===== src/rtl/collatz_sweep_pkg.sv =====
// Shared definitions for the Collatz sweep sequencer: FSM states, tile
// protocol bit positions and the orbit code reported for a timed-out run.
package collatz_sweep_pkg;

  localparam int ENG_BYTES_DEFAULT = 18;

  localparam int UIO_WR_BIT   = 7;
  localparam int UIO_GO_BIT   = 6;
  localparam int UIO_PATH_BIT = 5;

  localparam logic [15:0] TIMEOUT_ORBIT = 16'hFFFF;

  typedef enum logic [3:0] {
    S_IDLE,
    S_ERST,
    S_WRITE,
    S_START,
    S_WAIT_RUN,
    S_WAIT_DONE,
    S_READ,
    S_ABORT,
    S_EMIT
  } state_t;

endpackage


===== src/rtl/collatz_sweep_seq_rd_capture.sv =====
// Read-back unit: walks the four tile reads (orbit lo/hi, path lo/hi), holds
// each address for two cycles and captures the registered tile data at the
// end of the second cycle, assembling two 16-bit words.
module collatz_rd_capture (
  input  logic        clk,
  input  logic        rst_n,
  input  logic        clear,
  input  logic        active,
  input  logic [7:0]  rd_data,
  output logic [5:0]  rd_sel,
  output logic        done,
  output logic [15:0] orbit_word,
  output logic [15:0] path_word
);

  // cnt[2] selects the path record, cnt[1] the byte address, cnt[0] the hold phase
  logic [2:0] cnt;

  // Step through the read sequence and capture a byte on every second cycle
  always_ff @(posedge clk or negedge rst_n) begin
    if (!rst_n) begin
      cnt        <= 3'd0;
      orbit_word <= 16'd0;
      path_word  <= 16'd0;
    end else if (clear) begin
      cnt        <= 3'd0;
      orbit_word <= 16'd0;
      path_word  <= 16'd0;
    end else if (!active) begin
      cnt <= 3'd0;
    end else begin
      cnt <= cnt + 3'd1;
      if (cnt[0]) begin
        case (cnt[2:1])
          2'd0:    orbit_word[7:0]  <= rd_data;
          2'd1:    orbit_word[15:8] <= rd_data;
          2'd2:    path_word[7:0]   <= rd_data;
          default: path_word[15:8]  <= rd_data;
        endcase
      end
    end
  end

  // Address presented to the tile and end-of-sequence flag
  always_comb begin
    rd_sel = 6'd0;
    done   = 1'b0;
    if (active) begin
      rd_sel = {cnt[2], 4'b0000, cnt[1]};
      done   = (cnt == 3'd7);
    end
  end

endmodule


===== src/rtl/collatz_sweep_seq.sv =====
// Sweep sequencer: for each starting value it resets the Collatz tile, loads
// the value byte by byte, pulses compute, waits for the run, reads back the
// orbit length and path record and emits one result record.
module collatz_sweep_seq
  import collatz_sweep_pkg::*;
#(
  parameter int START_W   = 32,
  parameter int ENG_BYTES = ENG_BYTES_DEFAULT,
  parameter int TIMEOUT_W = 20
) (
  input  logic               clk,
  input  logic               rst_n,
  input  logic               cmd_valid,
  input  logic [START_W-1:0] cmd_base,
  input  logic [15:0]        cmd_count,
  output logic               seq_busy,
  output logic               res_valid,
  input  logic               res_ready,
  output logic [START_W-1:0] res_start,
  output logic [15:0]        res_orbit_len,
  output logic [15:0]        res_path_h16,
  output logic               res_timeout,
  output logic               eng_rst_n,
  output logic [7:0]         eng_ui,
  output logic [7:0]         eng_uio,
  input  logic [7:0]         eng_uo,
  input  logic               eng_oe7
);

  state_t               state, state_next;
  logic [START_W-1:0]   cur_value;
  logic [15:0]          remaining;
  logic [4:0]           idx;
  logic [TIMEOUT_W-1:0] wd;
  logic                 timed_out;
  logic                 oe7_q;
  logic [5:0]           rd_sel;
  logic                 rd_done;
  logic [15:0]          orbit_word;
  logic [15:0]          path_word;
  logic [7:0]           wr_byte;

  collatz_rd_capture u_rd (
    .clk        (clk),
    .rst_n      (rst_n),
    .clear      (state == S_ERST),
    .active     (state == S_READ),
    .rd_data    (eng_uo),
    .rd_sel     (rd_sel),
    .done       (rd_done),
    .orbit_word (orbit_word),
    .path_word  (path_word)
  );

  // State register
  always_ff @(posedge clk or negedge rst_n) begin
    if (!rst_n) state <= S_IDLE;
    else        state <= state_next;
  end

  // Next-state decode; the watchdog bounds both waits so a silent tile cannot hang the sweep
  always_comb begin
    state_next = state;
    case (state)
      S_IDLE:      if (cmd_valid && cmd_count != 16'd0) state_next = S_ERST;
      S_ERST:      state_next = S_WRITE;
      S_WRITE:     if (idx == 5'(ENG_BYTES - 1)) state_next = S_START;
      S_START:     state_next = S_WAIT_RUN;
      S_WAIT_RUN:  if (oe7_q) state_next = S_WAIT_DONE;
                   else if (&wd) state_next = S_ABORT;
      S_WAIT_DONE: if (!oe7_q) state_next = S_READ;
                   else if (&wd) state_next = S_ABORT;
      S_READ:      if (rd_done) state_next = S_EMIT;
      S_ABORT:     state_next = S_EMIT;
      S_EMIT:      if (res_ready) state_next = (remaining == 16'd1) ? S_IDLE : S_ERST;
      default:     state_next = S_IDLE;
    endcase
  end

  // Sweep datapath: value/count bookkeeping, byte index, watchdog and tile-busy sampling
  always_ff @(posedge clk or negedge rst_n) begin
    if (!rst_n) begin
      cur_value <= '0;
      remaining <= 16'd0;
      idx       <= 5'd0;
      wd        <= '0;
      timed_out <= 1'b0;
      oe7_q     <= 1'b0;
    end else begin
      oe7_q <= eng_oe7;
      case (state)
        S_IDLE: begin
          if (cmd_valid && cmd_count != 16'd0) begin
            cur_value <= cmd_base;
            remaining <= cmd_count;
          end
        end
        S_ERST: begin
          idx       <= 5'd0;
          timed_out <= 1'b0;
        end
        S_WRITE:  idx <= idx + 5'd1;
        S_START:  wd  <= '0;
        S_WAIT_RUN, S_WAIT_DONE: begin
          wd <= wd + TIMEOUT_W'(1);
          if (state_next == S_ABORT) timed_out <= 1'b1;
        end
        S_EMIT: begin
          if (res_ready) begin
            cur_value <= cur_value + START_W'(1);
            remaining <= remaining - 16'd1;
          end
        end
        default: ;
      endcase
    end
  end

  // Select the value byte for the current write address; addresses past the value width load zero
  always_comb begin
    wr_byte = 8'h00;
    for (int b = 0; b < START_W / 8; b++) begin
      if (idx == 5'(b)) wr_byte = cur_value[b*8 +: 8];
    end
  end

  // Tile drive and result presentation, decoded from the registered state
  always_comb begin
    eng_uio   = 8'h00;
    eng_ui    = 8'h00;
    eng_rst_n = !(state == S_ERST || state == S_ABORT);
    case (state)
      S_WRITE: begin
        eng_uio[UIO_WR_BIT] = 1'b1;
        eng_uio[4:0]        = idx;
        eng_ui              = wr_byte;
      end
      S_START: eng_uio[UIO_GO_BIT] = 1'b1;
      S_READ:  eng_uio[UIO_PATH_BIT:0] = rd_sel;
      default: ;
    endcase
    seq_busy      = (state != S_IDLE);
    res_valid     = (state == S_EMIT);
    res_start     = cur_value;
    res_timeout   = timed_out;
    res_orbit_len = timed_out ? TIMEOUT_ORBIT : orbit_word;
    res_path_h16  = path_word;
  end

endmodule


===== config.mk =====
export PLATFORM = sky130hd
export DESIGN_NAME = collatz_sweep_seq
export DESIGN_NICKNAME = d
export VERILOG_FILES = /design/src/rtl/collatz_sweep_pkg.sv /design/src/rtl/collatz_sweep_seq_rd_capture.sv /design/src/rtl/collatz_sweep_seq.sv
export SDC_FILE = /design/constraint.sdc
export NUM_CORES = 1
export LEC_CHECK = 0
export CORE_AREA = 5 5 181 131
export DETAILED_ROUTE_END_ITERATION = 6
export DIE_AREA = 0 0 186 136
export PLACE_DENSITY = 0.52
export REMOVE_ABC_BUFFERS = 1
export SYNTH_ARGS = -nofsm -noshare
export SYNTH_HDL_FRONTEND = slang
export SYNTH_SLANG_ARGS = --single-unit
export TNS_END_PERCENT = 20

===== constraint.sdc =====
create_clock -name clk -period 2.6 [get_ports clk]
set_clock_uncertainty 0.05 [all_clocks]
set_input_delay 0.26 -clock clk [delete_from_list [all_inputs] [get_ports clk]]
set_output_delay 0.26 -clock clk [all_outputs]
set_load 0.05 [all_outputs]

==> impl_results.html, run 1 <==
<table>
<tr><th>Metric</th><th>Value</th></tr>
<tr><th colspan="2">Clock network</th></tr>
<tr><td>CTS buffer count</td><td>17</td></tr>
<tr><td>Clock tree from TritonCTS</td><td>built</td></tr>
<tr><td>Maximum level of the CTS H-tree</td><td>4</td></tr>
<tr><td>Maximum clock path buffer count</td><td>2</td></tr>
<tr><td>TritonCTS Sinks</td><td>between 100 and 150</td></tr>
<tr><td>Clock edge transition at the registers on the reported setup and hold paths</td><td>~0.060 ns</td></tr>
<tr><td>Clock Tree Root</td><td>clkbuf_16</td></tr>
<tr><td>Clock latency reported for the late side of the worst-skew pair</td><td>0.42 ns</td></tr>
<tr><th colspan="2">Synth</th></tr>
<tr><td>Count of flip-flops with a built-in enable after synthesis</td><td>0</td></tr>
<tr><td>Syn Inst Count</td><td>around 740</td></tr>
<tr><td>Yosys reg bits</td><td>~110</td></tr>
<tr><td>Mean Syn Cell Area</td><td>just under 9 µm²</td></tr>
<tr><td>Synth top area share</td><td>approximately 45%</td></tr>
<tr><td>Synth area leaders</td><td>dfrtp_1 45%, a21oi_1 6.0%, mux2i_1 5.5%, o21ai_0 5.5%, nand2_1 5.5%</td></tr>
<tr><td>Count of distinct cell types in the synthesized netlist</td><td>60</td></tr>
<tr><td>Most common flop cell mapped by yosys</td><td>dfrtp_1</td></tr>
<tr><td>Fraction of the yosys area taken by sequential cells</td><td>44.60%</td></tr>
<tr><td>Summed instance area of the synthesized netlist</td><td>6396 µm²</td></tr>
<tr><td>Number of warnings issued by yosys</td><td>0</td></tr>
<tr><td>Top cell type by total area after synthesis</td><td>dfrtp_1</td></tr>
<tr><td>Synth async-reset ratio</td><td>100.0%</td></tr>
<tr><th colspan="2">Detailed routing</th></tr>
<tr><td>Count of vias placed by the detailed router</td><td>just over 6000</td></tr>
<tr><td>Post-detailed-route wirelength per cell</td><td>~17 µm</td></tr>
<tr><td>Wire length the detailed router placed on met1</td><td>between 10 and 15 mm</td></tr>
<tr><td>Violation count after the first detailed-route iteration</td><td>between 500 and 600</td></tr>
<tr><td>Top Layer Used</td><td>met4</td></tr>
<tr><td>Routed wire length on met2</td><td>about 8.2 mm</td></tr>
<tr><td>Residual antenna-violating net count after detailed routing</td><td>0</td></tr>
<tr><td>Detail-routed via count per cell</td><td>~5.1</td></tr>
<tr><td>Pre-antenna DRT Iters</td><td>4</td></tr>
<tr><td>Routed wl met3</td><td>between 1 and 1.5 mm</td></tr>
<tr><td>Remaining design rule violation count</td><td>0</td></tr>
<tr><td>Routed wire length</td><td>a little over 20 mm</td></tr>
<tr><th colspan="2">Timing</th></tr>
<tr><td>Clock period minus worst slack</td><td>2.482 ns</td></tr>
<tr><td>Number of failing hold endpoints at the final stage</td><td>0</td></tr>
<tr><td>Worst hold slack across all endpoints</td><td>around 0.24 ns</td></tr>
<tr><td>Headroom to the max-slew limit</td><td>between 60% and 70%</td></tr>
<tr><td>Period utilisation layout</td><td>a little over nine tenths</td></tr>
<tr><td>Timing-limited maximum frequency</td><td>roughly 0.40 GHz</td></tr>
<tr><td>Post-Route Setup TNS</td><td>0 ns</td></tr>
<tr><td>Worst Setup Slack, final</td><td>approximately 0.12 ns</td></tr>
<tr><td>Worst Max-Slew Pin Slew</td><td>0.5776 ns</td></tr>
<tr><td>Final setup vio count</td><td>0</td></tr>
<tr><td>Number of pins with negative max-slew slack in the final report</td><td>0</td></tr>
<tr><td>Setup repair after global routing missed its margin</td><td>no</td></tr>
<tr><th colspan="2">Final layout</th></tr>
<tr><td>Ratio of cells with drive above 1 in the final layout</td><td>14.21%</td></tr>
<tr><td>Finished Core Util</td><td>41.34%</td></tr>
<tr><td>Number of nets in the layout</td><td>a little under 1000</td></tr>
<tr><td>ANT cells</td><td>0</td></tr>
<tr><td>Layout overhead on the synthesized area</td><td>42.10%</td></tr>
<tr><td>Post-route standard cell area excluding fillers</td><td>about 9100 µm²</td></tr>
<tr><td>Non-Filler Instances</td><td>approximately 1200</td></tr>
<tr><td>Fill cell total of the finished layout</td><td>~2200</td></tr>
<tr><th colspan="2">Setup path</th></tr>
<tr><td>Critical path arrival</td><td>between 2 and 2.5 ns</td></tr>
<tr><td>Data required time of the worst path</td><td>2.29 ns</td></tr>
<tr><td>Launching point of the worst reg2reg path</td><td>res_start[10]</td></tr>
<tr><td>Capturing point of the worst reg2reg path</td><td>res_start[26]</td></tr>
<tr><td>CP endpoint kind</td><td>primary output</td></tr>
<tr><td>Crit Path Class</td><td>reg2out</td></tr>
<tr><td>Depth of the worst register-to-register path</td><td>6</td></tr>
<tr><td>Setup slack, reg-to-reg</td><td>0.27 ns</td></tr>
<tr><td>Nature of the critical path startpoint</td><td>register</td></tr>
<tr><td>Largest fanout of any net on the critical path</td><td>8</td></tr>
<tr><th colspan="2">Die</th></tr>
<tr><td>Die footprint</td><td>roughly 25000 µm²</td></tr>
<tr><td>Vertical die dimension</td><td>~140 µm</td></tr>
<tr><td>Total I/O pin count</td><td>~150</td></tr>
<tr><td>Floorplan die width</td><td>between 150 and 200 µm</td></tr>
<tr><td>Area of the core region</td><td>between 20000 and 25000 µm²</td></tr>
<tr><td>Starting density of the core</td><td>between 20 and 30%</td></tr>
<tr><td>Cell row count</td><td>46</td></tr>
<tr><th colspan="2">GRT</th></tr>
<tr><td>First-pass GRT wire length</td><td>33.43 mm</td></tr>
<tr><td>Initial antenna violation count</td><td>0</td></tr>
<tr><td>Largest net degree at the start of global routing</td><td>just under 70</td></tr>
<tr><td>Total congestion overflow after global routing</td><td>0</td></tr>
<tr><td>GRT Total Usage</td><td>roughly 17%</td></tr>
<tr><td>Number of global-route vias before repair</td><td>6004</td></tr>
<tr><th colspan="2">Job</th></tr>
<tr><td>Count of max-cap constraint violations</td><td>0</td></tr>
<tr><th colspan="2">Power and ir drop</th></tr>
<tr><td>Post-layout total power</td><td>11.41 mW</td></tr>
<tr><td>Clock network fraction of total power</td><td>20.6%</td></tr>
<tr><td>Switching part of the total</td><td>roughly 48%</td></tr>
<tr><td>Power spent charging and discharging nets</td><td>5.461 mW</td></tr>
<tr><td>Power share of the sequential group</td><td>26.7%</td></tr>
<tr><td>Total power per unit cell area</td><td>about 1300 nW/µm²</td></tr>
<tr><td>IR Drop Worst-Case VDD</td><td>about 0.82 mV</td></tr>
<tr><td>Internal power summed over all cells</td><td>between 5 and 6 mW</td></tr>
<tr><td>Leakage Power</td><td>a little under 4 nW</td></tr>
<tr><td>Combinational share of power</td><td>about 53%</td></tr>
<tr><th colspan="2">Worst hold path</th></tr>
<tr><td>Hold path startpoint</td><td>eng_oe7</td></tr>
<tr><td>End of the worst hold path</td><td>oe7_q</td></tr>
<tr><td>Number of cells on the worst hold path</td><td>1</td></tr>
<tr><td>Worst min path class</td><td>in2reg</td></tr>
<tr><th colspan="2">Place</th></tr>
<tr><td>Half-perimeter wire length after placement</td><td>14.66 mm</td></tr>
<tr><td>Worst setup slack after placement</td><td>0.2295 ns</td></tr>
<tr><td>PortBufs</td><td>144</td></tr>
<tr><td>Last weighted congestion value of the routability-driven placer</td><td>about 0.84</td></tr>
<tr><td>Cell area after placement</td><td>roughly 8400 µm²</td></tr>
<tr><td>Cell Count Post-Placement</td><td>~1200</td></tr>
<tr><th colspan="2">Outcome</th></tr>
<tr><td>Status</td><td>complete, no violations</td></tr>
</table>
kinds of logic after synthesis:
| kind of cell | count (synthesis) | share of synthesized area, % |
|---|---|---|
| mux | 35 | 5.477 |
| xor+xnor | 2 | 0.2739 |
| buf+inv | 56 | 4.655 |
| flops | 114 | 44.60 |
| fa+ha+maj | 10 | 1.956 |
| simple gates | 298 | 22.63 |
| compound gates | 223 | 20.40 |
area by class of cell:
class,count,area [µm²],area share (%)
timing repair buffer,179,1937,21.31
sequential,114,2854,31.40
clock buffer,18,429.2,4.722
tap,288,360.3,3.965
clock inverter,14,157.7,1.735
inverter,15,56.30,0.6195
multi-input combinational,568,3294,36.25
power groups by stage:
stage	Clock [mW]	Combinational (mW)	Sequential (mW)
after global placement	0	5.95	3.08
after detailed placement	0	5.94	3.06
after floorplan	0	2.66	3.90
after global routing	2.48	6.44	3.16
final	2.34	6.01	3.05
after CTS	2.41	6.01	3.03
worst max-delay path by stage:
stage | startpoint | to | slack (ns) | cells past startpoint
finish | idx[0] | eng_ui[3] | 0.12 | 7
global route | idx[3] | eng_ui[0] | 0.0008 | 8
CTS | state[2] | eng_ui[5] | 0.02 | 8
detailed placement | idx[1] | eng_ui[6] | 0.23 | 8
global placement | cmd_count[1] | res_start[17] | 0.27 | 7
floorplan | state[1] | res_start[10] | -2.98 | 7
sequential cells by signal, summed over array words and instances, names as in the netlist:
register	cells
u_rd.path_word	16
res_timeout	1
wd	20
u_rd.cnt	3
res_start	32
oe7_q	1
remaining	16
idx	5
state	4
u_rd.orbit_word	16
per-layer routing:
metal / GRT usage, % / up-vias
li1: - / 2992
met1: 25.91 / 2920
met2: 22.28 / 183
met3: 5.483 / 10
met4: 3.317 / 0
met5: 0 / -
worst max-delay path: stages (launching register included):
cell and delay (ns):
dfrtp_2 0.45, ha_2 0.22, and3b_2 0.33, a22oi_1 0.14, nand2_1 0.10, o21ai_0 0.10
o21ai_1 0.25, buf_12 0.18
timing repair:
item	4_1_cts	5_1_grt
setup buffers	1	0
hold buffers	1	0
endpoints found under the setup margin	8	8
pin swaps	0	3
endpoints found under the hold margin	35	0
resized for setup	9	13
synthesized netlist by cell type, drive strengths merged (5+ instances only):
| library cell | number |
|---|---|
| buf | 6 |
| nand4 | 16 |
| nor4 | 8 |
| ha | 10 |
| a22oi | 14 |
| and2 | 8 |
| o21ai | 75 |
| mux2i | 35 |
| o22ai | 16 |
| clkbuf | 34 |
| nand3 | 40 |
| nand2b | 5 |
| or2 | 18 |
| nor2 | 72 |
| and3 | 5 |
| nor3 | 16 |
| dfrtp | 114 |
| nand2 | 93 |
| inv | 15 |
| a21oi | 77 |
cell usage in the layout, fill, tap and decap left out, types with 11 or more instances in the layout:
cell	count
a21oi_1	77
a22oi_1	13
buf_12	22
buf_4	30
clkbuf_16	17
clkdlybuf4s50_1	126
dfrtp_1	113
inv_1	11
mux2i_1	35
nand2_1	91
nand3_1	40
nand4_1	15
nor2_1	71
nor3_1	13
o21ai_0	62
o22ai_1	16
or2_2	18
Power figures use the tool's default switching activity.
==> run 2, diff against run 1 <==
Settings changed: CORE_AREA 5 5 181 131 to 5 5 187 135, DIE_AREA 0 0 186 136 to 0 0 192 140, PLACE_DENSITY 0.52 to 0.51, SYNTH_HIERARCHICAL from default to 1.
==> impl_results.html, run 2 <==
<table>
<tr><th>Metric</th><th>Value</th></tr>
<tr><th colspan="2">Outcome</th></tr>
<tr><td>Status</td><td>complete, no violations</td></tr>
<tr><th colspan="2">Power and ir drop</th></tr>
<tr><td>Internal power summed over all cells</td><td>6.439 mW (+8.3%)</td></tr>
<tr><td>Post-layout total power</td><td>12.10 mW (+6.1%)</td></tr>
<tr><td>Total power per unit cell area</td><td>1264 nW/µm² (+0.69%)</td></tr>
<tr><td>Leakage Power</td><td>4.036 nW (+3.7%)</td></tr>
<tr><td>Power share of the sequential group</td><td>26.2% (-0.5 points)</td></tr>
<tr><td>Switching part of the total</td><td>46.78% (-1.1 points)</td></tr>
<tr><td>Combinational share of power</td><td>53.1% (+0.4 points)</td></tr>
<tr><td>IR Drop Worst-Case VDD</td><td>0.6538 mV (-20%)</td></tr>
<tr><td>Power spent charging and discharging nets</td><td>5.661 mW (+3.7%)</td></tr>
<tr><td>Clock network fraction of total power</td><td>20.7% (about the same)</td></tr>
<tr><th colspan="2">Setup path</th></tr>
<tr><td>Crit path max-delay cell type</td><td>dfrtp_2</td></tr>
<tr><td>Largest fanout of any net on the critical path</td><td>8 (unchanged)</td></tr>
<tr><td>Launching point of the worst reg2reg path</td><td>state[3]</td></tr>
<tr><td>Chain of cells forming the critical path</td><td>nor3_4, buf_6, and3b_2, a221o_1, o211ai_1, a21oi_2, buf_12</td></tr>
<tr><td>Delay of the slowest critical-path stage</td><td>0.44 ns (about the same)</td></tr>
<tr><td>Crit Path Class</td><td>reg2out</td></tr>
<tr><td>Critical path arrival</td><td>2.19 ns (+0.02 ns)</td></tr>
<tr><td>Depth of the worst register-to-register path</td><td>5 (-1)</td></tr>
<tr><td>Capturing point of the worst reg2reg path</td><td>wd[15]</td></tr>
<tr><td>Nature of the critical path startpoint</td><td>register</td></tr>
<tr><td>CP endpoint kind</td><td>primary output</td></tr>
<tr><td>Setup slack, reg-to-reg</td><td>0.42 ns (+0.15 ns)</td></tr>
<tr><td>Data required time of the worst path</td><td>2.29 ns (about the same)</td></tr>
<tr><th colspan="2">GRT</th></tr>
<tr><td>Total congestion overflow after global routing</td><td>0 (unchanged)</td></tr>
<tr><td>Global Route met2 Usage</td><td>23.13% (+0.86 points)</td></tr>
<tr><td>GRT busiest layer</td><td>met1</td></tr>
<tr><td>Initial antenna violation count</td><td>0 (unchanged)</td></tr>
<tr><td>Largest net degree at the start of global routing</td><td>115 (+69%)</td></tr>
<tr><td>Met1 demand-to-capacity share in global routing</td><td>25.70% (-0.22 points)</td></tr>
<tr><td>Met3 usage</td><td>5.746% (+0.26 points)</td></tr>
<tr><td>Number of global-route vias before repair</td><td>6197 (+3.2%)</td></tr>
<tr><td>First-pass GRT wire length</td><td>35.89 mm (+7.4%)</td></tr>
<tr><td>GRT Total Usage</td><td>16.89% (+0.20 points)</td></tr>
<tr><th colspan="2">Synth</th></tr>
<tr><td>Mean Syn Cell Area</td><td>9.154 µm² (+5.6%)</td></tr>
<tr><td>Fraction of the yosys area taken by sequential cells</td><td>41.77% (-2.8 points)</td></tr>
<tr><td>Summed instance area of the synthesized netlist</td><td>6829 µm² (+6.8%)</td></tr>
<tr><td>Synth top area share</td><td>41.77% (-2.8 points)</td></tr>
<tr><td>Synth area leaders</td><td>dfrtp_1 42%, mux2i_1 5.7%, a21oi_1 4.8%, nand2b_1 4.1%, nand2_1 3.5%</td></tr>
<tr><td>Synth async-reset ratio</td><td>100.0% (unchanged)</td></tr>
<tr><td>Number of warnings issued by yosys</td><td>6 (+6)</td></tr>
<tr><td>Top cell type by total area after synthesis</td><td>dfrtp_1</td></tr>
<tr><td>Most common flop cell mapped by yosys</td><td>dfrtp_1</td></tr>
<tr><td>Count of distinct cell types in the synthesized netlist</td><td>71 (+18%)</td></tr>
<tr><td>Count of flip-flops with a built-in enable after synthesis</td><td>0 (unchanged)</td></tr>
<tr><td>Most used standard cell by instance count after synthesis</td><td>dfrtp_1</td></tr>
<tr><td>Yosys reg bits</td><td>114 (unchanged)</td></tr>
<tr><td>Synth top cells by count</td><td>114 x dfrtp_1, 65 x a21oi_1, 64 x nand2_1</td></tr>
<tr><td>Syn Inst Count</td><td>746 (+1.1%)</td></tr>
<tr><th colspan="2">Timing</th></tr>
<tr><td>Number of failing hold endpoints at the final stage</td><td>0 (unchanged)</td></tr>
<tr><td>Final setup vio count</td><td>0 (unchanged)</td></tr>
<tr><td>Headroom to the max-slew limit</td><td>51.33% (-10 points)</td></tr>
<tr><td>Setup repair after global routing missed its margin</td><td>yes</td></tr>
<tr><td>Number of pins with negative max-slew slack in the final report</td><td>0 (unchanged)</td></tr>
<tr><td>Period utilisation layout</td><td>96.05% (+0.59 points)</td></tr>
<tr><td>Clock period minus worst slack</td><td>2.497 ns (+0.01544 ns)</td></tr>
<tr><td>Timing-limited maximum frequency</td><td>0.4004 GHz (-0.62%)</td></tr>
<tr><td>Worst Max-Slew Pin Slew</td><td>0.7301 ns (+0.1525 ns)</td></tr>
<tr><th colspan="2">Die</th></tr>
<tr><td>Total I/O pin count</td><td>145 (unchanged)</td></tr>
<tr><td>Floorplan die width</td><td>192 µm (+3.2%)</td></tr>
<tr><td>Area of the core region</td><td>23230 µm² (+5.7%)</td></tr>
<tr><td>Die footprint</td><td>26880 µm² (+6.3%)</td></tr>
<tr><td>Cell row count</td><td>47 (+2.2%)</td></tr>
<tr><td>Starting density of the core</td><td>29.40% (+0.31 points)</td></tr>
<tr><td>Vertical die dimension</td><td>140 µm (+2.9%)</td></tr>
<tr><th colspan="2">Detailed routing</th></tr>
<tr><td>Count of vias placed by the detailed router</td><td>6321 (+3.5%)</td></tr>
<tr><td>Pre-antenna DRT Iters</td><td>4 (unchanged)</td></tr>
<tr><td>Violation count after the first detailed-route iteration</td><td>481 (-8.9%)</td></tr>
<tr><td>Post-detailed-route wirelength per cell</td><td>18.28 µm (+5.8%)</td></tr>
<tr><td>Routed wire length</td><td>22.36 mm (+8.2%)</td></tr>
<tr><td>Residual antenna-violating net count after detailed routing</td><td>0 (unchanged)</td></tr>
<tr><td>Remaining design rule violation count</td><td>0 (unchanged)</td></tr>
<tr><td>Detail-routed via count per cell</td><td>5.168 (+1.3%)</td></tr>
<tr><th colspan="2">Clock network</th></tr>
<tr><td>Clock edge transition at the registers on the reported setup and hold paths</td><td>0.05 ns (about the same)</td></tr>
<tr><td>CTS buffer count</td><td>17 (unchanged)</td></tr>
<tr><td>Maximum level of the CTS H-tree</td><td>4 (unchanged)</td></tr>
<tr><td>Clock tree from TritonCTS</td><td>built</td></tr>
<tr><td>Clock Tree Root</td><td>clkbuf_16</td></tr>
<tr><td>TritonCTS Sinks</td><td>114 (unchanged)</td></tr>
<tr><td>Maximum clock path buffer count</td><td>2 (unchanged)</td></tr>
<tr><td>Clock latency reported for the late side of the worst-skew pair</td><td>0.42 ns (about the same)</td></tr>
<tr><th colspan="2">Place</th></tr>
<tr><td>Cell area after placement</td><td>8862 µm² (+4.9%)</td></tr>
<tr><td>PortBufs</td><td>144 (unchanged)</td></tr>
<tr><td>Half-perimeter wire length after placement</td><td>15.64 mm (+6.7%)</td></tr>
<tr><td>Last weighted congestion value of the routability-driven placer</td><td>0.8174 (-2.2%)</td></tr>
<tr><td>Cell Count Post-Placement</td><td>1189 (+2.3%)</td></tr>
<tr><th colspan="2">Worst hold path</th></tr>
<tr><td>Worst min path class</td><td>in2reg</td></tr>
<tr><td>Number of cells on the worst hold path</td><td>1 (unchanged)</td></tr>
<tr><td>Hold path startpoint</td><td>eng_oe7</td></tr>
<tr><td>End of the worst hold path</td><td>oe7_q</td></tr>
<tr><th colspan="2">Final layout</th></tr>
<tr><td>Number of nets in the layout</td><td>964 (-0.21%)</td></tr>
<tr><td>Ratio of cells with drive above 1 in the final layout</td><td>15.47% (+1.3 points)</td></tr>
<tr><td>Most frequent standard cell in the layout excluding fill and tap cells</td><td>clkdlybuf4s50_1</td></tr>
<tr><td>Top library cells by usage in the layout, fill and taps aside</td><td>126 x clkdlybuf4s50_1, 109 x dfrtp_1, 64 x nand2_1</td></tr>
<tr><td>Post-route standard cell area excluding fillers</td><td>9575 µm² (+5.4%)</td></tr>
<tr><td>Layout overhead on the synthesized area</td><td>40.22%</td></tr>
<tr><td>FF+latch area</td><td>2859 µm² (+0.18%)</td></tr>
<tr><td>Largest register FFs</td><td>32 (unchanged)</td></tr>
<tr><td>ANT cells</td><td>0 (unchanged)</td></tr>
<tr><td>Area occupied by multi-input gates</td><td>3751 µm² (+14%)</td></tr>
<tr><td>Fill cell total of the finished layout</td><td>2285 (+3.0%)</td></tr>
<tr><td>Non-Filler Instances</td><td>1223 (+2.3%)</td></tr>
<tr><th colspan="2">Job</th></tr>
<tr><td>Count of max-cap constraint violations</td><td>0 (unchanged)</td></tr>
</table>
==> run 2: how the worst max path moves through the flow <==
stage             startpoint  depth (start not counted)  slack (ns)             to
2_1_floorplan       state[0]                          7       -0.95  remaining[12]
3_3_place_gp    cmd_count[0]                          7        0.24  res_start[12]
3_5_place_dp   cmd_count[11]                          7        0.23  res_start[24]
4_1_cts               idx[2]                          7       -0.01      eng_ui[1]
5_1_grt               idx[4]                          7       -0.03      eng_ui[3]
6_report              idx[4]                          7        0.10      eng_ui[1]
==> run 2: metrics by stage <==
stage | hold WS [ns] | TNS, ns | worst slack [ns] | utilization, %
detailed placement | 0.3749 | 0 | 0.2292 | 38.15
global placement | 0.3746 | 0 | 0.2425 | 38.15
CTS | 0.2099 | -0.01692 | -0.01364 | 41.00
global route | 0.2080 | -0.02881 | -0.02881 | 41.22
floorplan | -0.08559 | -39.09 | -0.9522 | -
finish | 0.2353 | 0 | 0.1026 | 41.22
==> run 2: what timing repair did <==
action,4_1_cts,5_1_grt
setup buffers,0,2
endpoints found under the hold margin,114,0
pin swaps,0,4
setup endpoints to repair,8,18
hold buffers,1,0
resized for setup,10,15
cloned,0,0
==> run 2: per-layer routing <==
metal	up-vias	wire length, µm
met4	0	164
met3	16	1467
met5	-	0
met2	180	9268
li1	3053	-
met1	3072	11460
==> run 2: logic make-up after synthesis <==
| family | synth area share (%) |
|---|---|
| compound gates | 20.92 |
| mux | 5.716 |
| simple gates | 25.12 |
| fa+ha+maj | 1.832 |
| buf+inv | 4.452 |
| xor+xnor | 0.1283 |
| other cells | 0.05491 |
| flops | 41.77 |
==> run 2: worst max-delay path, delay by kind of cell (launching register included) <==
kind	cells	cell delay, ns
simple gates	2	0.47
buf+inv	2	0.31
compound gates	3	0.55
flops	1	0.44
==> run 2: layout make-up <==
class                           count  area share [%]
Multi-Input combinational cell    571           39.17
Sequential cell                   114           29.86
Timing Repair Buffer              178           19.93
Clock buffer                       21           4.809
Tap cell                          318           4.155
Clock inverter                     10           1.646
Inverter                           11          0.4312
==> run 2: power groups by stage <==
stage | registers, mW | clock network (mW) | logic (mW)
floorplan | 3.96 | 0 | 2.99
global placement | 3.17 | 0 | 6.34
detailed placement | 3.16 | 0 | 6.36
CTS | 3.14 | 2.57 | 6.44
global route | 3.28 | 2.65 | 6.86
finish | 3.17 | 2.51 | 6.42
==> run 3, diff against run 2 <==
--- a/constraint.sdc
+++ b/constraint.sdc
@@ -3,3 +3,3 @@
 set_input_delay 0.26 -clock clk [delete_from_list [all_inputs] [get_ports clk]]
 set_output_delay 0.26 -clock clk [all_outputs]
-set_load 0.05 [all_outputs]
+set_load 0.01 [all_outputs]
==> impl_results.html, run 3 (synthesized netlist as in run 2, its figures left out) <==
<table>
<tr><th>Metric</th><th>Value</th></tr>
<tr><th colspan="2">Timing</th></tr>
<tr><td>Number of failing hold endpoints at the final stage</td><td>0 (unchanged)</td></tr>
<tr><td>Period utilisation layout</td><td>96.25% (+0.19 points)</td></tr>
<tr><td>Worst Max-Slew Pin Slew</td><td>0.5665 ns (-0.1636 ns)</td></tr>
<tr><td>Headroom to the max-slew limit</td><td>62.23% (+11 points)</td></tr>
<tr><td>Final setup vio count</td><td>0 (unchanged)</td></tr>
<tr><td>Post-Route Setup TNS</td><td>0 ns (unchanged)</td></tr>
<tr><td>Timing-limited maximum frequency</td><td>0.3996 GHz (-0.20%)</td></tr>
<tr><td>Number of pins with negative max-slew slack in the final report</td><td>0 (unchanged)</td></tr>
<tr><td>Setup repair after global routing missed its margin</td><td>yes</td></tr>
<tr><td>Clock period minus worst slack</td><td>2.502 ns (+0.005046 ns)</td></tr>
<tr><td>Worst hold slack across all endpoints</td><td>0.2482 ns (+0.01292 ns)</td></tr>
<tr><th colspan="2">Final layout</th></tr>
<tr><td>Layout overhead on the synthesized area</td><td>36.95%</td></tr>
<tr><td>Largest register FFs</td><td>32 (unchanged)</td></tr>
<tr><td>ANT cells</td><td>0 (unchanged)</td></tr>
<tr><td>Top library cells by usage in the layout, fill and taps aside</td><td>134 x clkdlybuf4s50_1, 112 x dfrtp_1, 64 x nand2_1</td></tr>
<tr><td>Most frequent standard cell in the layout excluding fill and tap cells</td><td>clkdlybuf4s50_1</td></tr>
<tr><td>Number of nets in the layout</td><td>969 (+0.52%)</td></tr>
<tr><td>Post-route standard cell area excluding fillers</td><td>9353 µm² (-2.3%)</td></tr>
<tr><td>Ratio of cells with drive above 1 in the final layout</td><td>14.05% (-1.4 points)</td></tr>
<tr><td>Fill cell total of the finished layout</td><td>2323 (+1.7%)</td></tr>
<tr><th colspan="2">Power and ir drop</th></tr>
<tr><td>Internal power summed over all cells</td><td>5.954 mW (-7.5%)</td></tr>
<tr><td>Switching part of the total</td><td>39.92% (-6.9 points)</td></tr>
<tr><td>Clock network fraction of total power</td><td>22.7% (+2.0 points)</td></tr>
<tr><td>Power share of the sequential group</td><td>32.0% (+5.8 points)</td></tr>
<tr><td>Combinational share of power</td><td>45.4% (-7.7 points)</td></tr>
<tr><td>IR Drop Worst-Case VDD</td><td>0.4465 mV (-32%)</td></tr>
<tr><td>Power spent charging and discharging nets</td><td>3.957 mW (-30%)</td></tr>
<tr><td>Post-layout total power</td><td>9.911 mW (-18%)</td></tr>
<tr><td>Total power per unit cell area</td><td>1060 nW/µm² (-16%)</td></tr>
<tr><td>Leakage Power</td><td>3.971 nW (-1.6%)</td></tr>
<tr><th colspan="2">Die</th></tr>
<tr><td>Cell row count</td><td>47 (unchanged)</td></tr>
<tr><td>Vertical die dimension</td><td>140 µm (unchanged)</td></tr>
<tr><td>Die footprint</td><td>26880 µm² (unchanged)</td></tr>
<tr><td>Starting density of the core</td><td>29.40% (unchanged)</td></tr>
<tr><td>Total I/O pin count</td><td>145 (unchanged)</td></tr>
<tr><td>Area of the core region</td><td>23230 µm² (unchanged)</td></tr>
<tr><td>Floorplan die width</td><td>192 µm (unchanged)</td></tr>
<tr><th colspan="2">Setup path</th></tr>
<tr><td>Largest fanout of any net on the critical path</td><td>4 (-4)</td></tr>
<tr><td>Crit path capture</td><td>eng_ui[1]</td></tr>
<tr><td>Launching point of the worst reg2reg path</td><td>state[0]</td></tr>
<tr><td>Setup slack, reg-to-reg</td><td>0.36 ns (-0.06 ns)</td></tr>
<tr><td>Number of gates on the worst path with buffers counted</td><td>7 (unchanged)</td></tr>
<tr><td>Nature of the critical path startpoint</td><td>register</td></tr>
<tr><td>Crit path max-delay cell type</td><td>dfrtp_1</td></tr>
<tr><td>Crit path launch</td><td>idx[0]</td></tr>
<tr><td>Chain of cells forming the critical path</td><td>inv_2, ha_1, and3b_2, a221o_1, o211ai_1, a21oi_2, dlygate4sd2_1</td></tr>
<tr><td>Capturing point of the worst reg2reg path</td><td>res_start[31]</td></tr>
<tr><td>Top Family by Delay on Critical Path</td><td>compound AO/OA/AOI/OAI gates</td></tr>
<tr><td>Data required time of the worst path</td><td>2.29 ns (about the same)</td></tr>
<tr><td>Critical path arrival</td><td>2.19 ns (about the same)</td></tr>
<tr><td>Crit Path Class</td><td>reg2out</td></tr>
<tr><td>Depth of the worst register-to-register path</td><td>8 (+3)</td></tr>
<tr><td>CP endpoint kind</td><td>primary output</td></tr>
<tr><td>Buffers plus inverters on the worst setup path</td><td>2 (unchanged)</td></tr>
<tr><td>Delay of the slowest critical-path stage</td><td>0.42 ns (-0.02 ns)</td></tr>
<tr><th colspan="2">Detailed routing</th></tr>
<tr><td>Detail-routed via count per cell</td><td>5.130 (-0.74%)</td></tr>
<tr><td>Routed wire length</td><td>22.22 mm (-0.63%)</td></tr>
<tr><td>Residual antenna-violating net count after detailed routing</td><td>0 (unchanged)</td></tr>
<tr><td>Remaining design rule violation count</td><td>0 (unchanged)</td></tr>
<tr><td>Post-detailed-route wirelength per cell</td><td>18.08 µm (-1.1%)</td></tr>
<tr><td>Pre-antenna DRT Iters</td><td>5 (+1)</td></tr>
<tr><td>Count of vias placed by the detailed router</td><td>6305 (-0.25%)</td></tr>
<tr><td>Violation count after the first detailed-route iteration</td><td>436 (-9.4%)</td></tr>
<tr><th colspan="2">Place</th></tr>
<tr><td>Half-perimeter wire length after placement</td><td>16.06 mm (+2.7%)</td></tr>
<tr><td>PortBufs</td><td>144 (unchanged)</td></tr>
<tr><td>Cell area after placement</td><td>8755 µm² (-1.2%)</td></tr>
<tr><td>Last weighted congestion value of the routability-driven placer</td><td>0.8174 (unchanged)</td></tr>
<tr><th colspan="2">GRT</th></tr>
<tr><td>GRT busiest layer</td><td>met1</td></tr>
<tr><td>GRT Total Usage</td><td>16.51% (-0.37 points)</td></tr>
<tr><td>Initial antenna violation count</td><td>0 (unchanged)</td></tr>
<tr><td>Global Route met2 Usage</td><td>22.37% (-0.76 points)</td></tr>
<tr><td>Total congestion overflow after global routing</td><td>0 (unchanged)</td></tr>
<tr><td>Met3 usage</td><td>4.552% (-1.2 points)</td></tr>
<tr><td>Met1 demand-to-capacity share in global routing</td><td>25.85% (+0.16 points)</td></tr>
<tr><td>Largest net degree at the start of global routing</td><td>46 (-60%)</td></tr>
<tr><td>Number of global-route vias before repair</td><td>6015 (-2.9%)</td></tr>
<tr><td>First-pass GRT wire length</td><td>35.16 mm (-2.0%)</td></tr>
<tr><th colspan="2">Clock network</th></tr>
<tr><td>TritonCTS Sinks</td><td>114 (unchanged)</td></tr>
<tr><td>Clock latency reported for the late side of the worst-skew pair</td><td>0.42 ns (about the same)</td></tr>
<tr><td>CTS buffer count</td><td>17 (unchanged)</td></tr>
<tr><td>Clock Tree Root</td><td>clkbuf_16</td></tr>
<tr><td>Clock tree from TritonCTS</td><td>built</td></tr>
<tr><td>Clock edge transition at the registers on the reported setup and hold paths</td><td>0.06 ns (about the same)</td></tr>
<tr><td>Maximum level of the CTS H-tree</td><td>4 (unchanged)</td></tr>
<tr><td>Maximum clock path buffer count</td><td>2 (unchanged)</td></tr>
<tr><th colspan="2">Outcome</th></tr>
<tr><td>Status</td><td>complete, no violations</td></tr>
<tr><th colspan="2">Job</th></tr>
<tr><td>Count of max-cap constraint violations</td><td>0 (unchanged)</td></tr>
<tr><th colspan="2">Worst hold path</th></tr>
<tr><td>Worst min path class</td><td>in2reg</td></tr>
</table>
[run 3: cell types whose count changed in the layout (fill, tap and decap cells not counted), moves of 3 or more]
cell	previous run	this run
buf_4	30	34
clkbuf_2	0	3
a21oi_2	8	4
dfrtp_2	5	2
bufinv_16	4	1
dlygate4sd2_1	0	3
clkinv_4	0	5
dfrtp_1	109	112
clkdlybuf4s50_1	126	134
buf_12	20	5
a21oi_1	57	61
[run 3: power by group through the flow]
stage          combinational, mW  clock (mW)  sequential, mW
6_report                    4.50        2.25            3.17
3_5_place_dp                4.48           0            3.17
5_1_grt                     4.94        2.38            3.28
3_3_place_gp                4.46           0            3.20
2_1_floorplan               2.18           0            3.07
4_1_cts                     4.53        2.31            3.16
[run 3: area by class of cell]
type / count / area (µm²) / share of cell area, %
Multi-Input combinational cell: 571 / 3725 / 39.83
Clock buffer: 18 / 429.2 / 4.589
Sequential cell: 114 / 2855 / 30.53
Timing Repair Buffer: 183 / 1768 / 18.90
Clock inverter: 14 / 133.9 / 1.431
Tap cell: 318 / 397.9 / 4.254
Inverter: 11 / 43.79 / 0.4682
[run 3: what timing repair did]
action | 4_1_cts | 5_1_grt
gates cloned | 0 | 0
endpoints found under the setup margin | 15 | 11
hold endpoints to repair | 35 | 0
setup buffers | 2 | 0
pin swaps | 2 | 3
hold buffers | 1 | 0
resized for setup | 30 | 11
[run 3: routing by layer]
| layer | wire (µm) | part of all wire, % |
|---|---|---|
| met3 | 1444 | 6.5 |
| met1 | 11520 | 52 |
| met4 | 182 | 0.82 |
| met2 | 9067 | 41 |
| met5 | 0 | 0 |
[run 3: worst min-delay path by stage]
stage	depth (start not counted)	end	slack, ns	start
detailed placement	1	remaining[10]	0.23	rst_n
CTS	1	oe7_q	0.23	eng_oe7
global route	1	oe7_q	0.24	eng_oe7
global placement	1	remaining[10]	0.24	rst_n
finish	1	oe7_q	0.25	eng_oe7
floorplan	0	idx[0]	-0.09	rst_n
[run 3: per-stage QoR]
step | std cells | worst slack, ns | util, %
2_1_floorplan | 696 | -0.8069 | -
3_3_place_gp | 1194 | 0.1201 | 37.69
3_5_place_dp | 1194 | 0.1402 | 37.69
4_1_cts | 1229 | 0.002931 | 40.32
5_1_grt | 1229 | -0.02510 | 40.26
6_report | 1229 | 0.09760 | 40.26
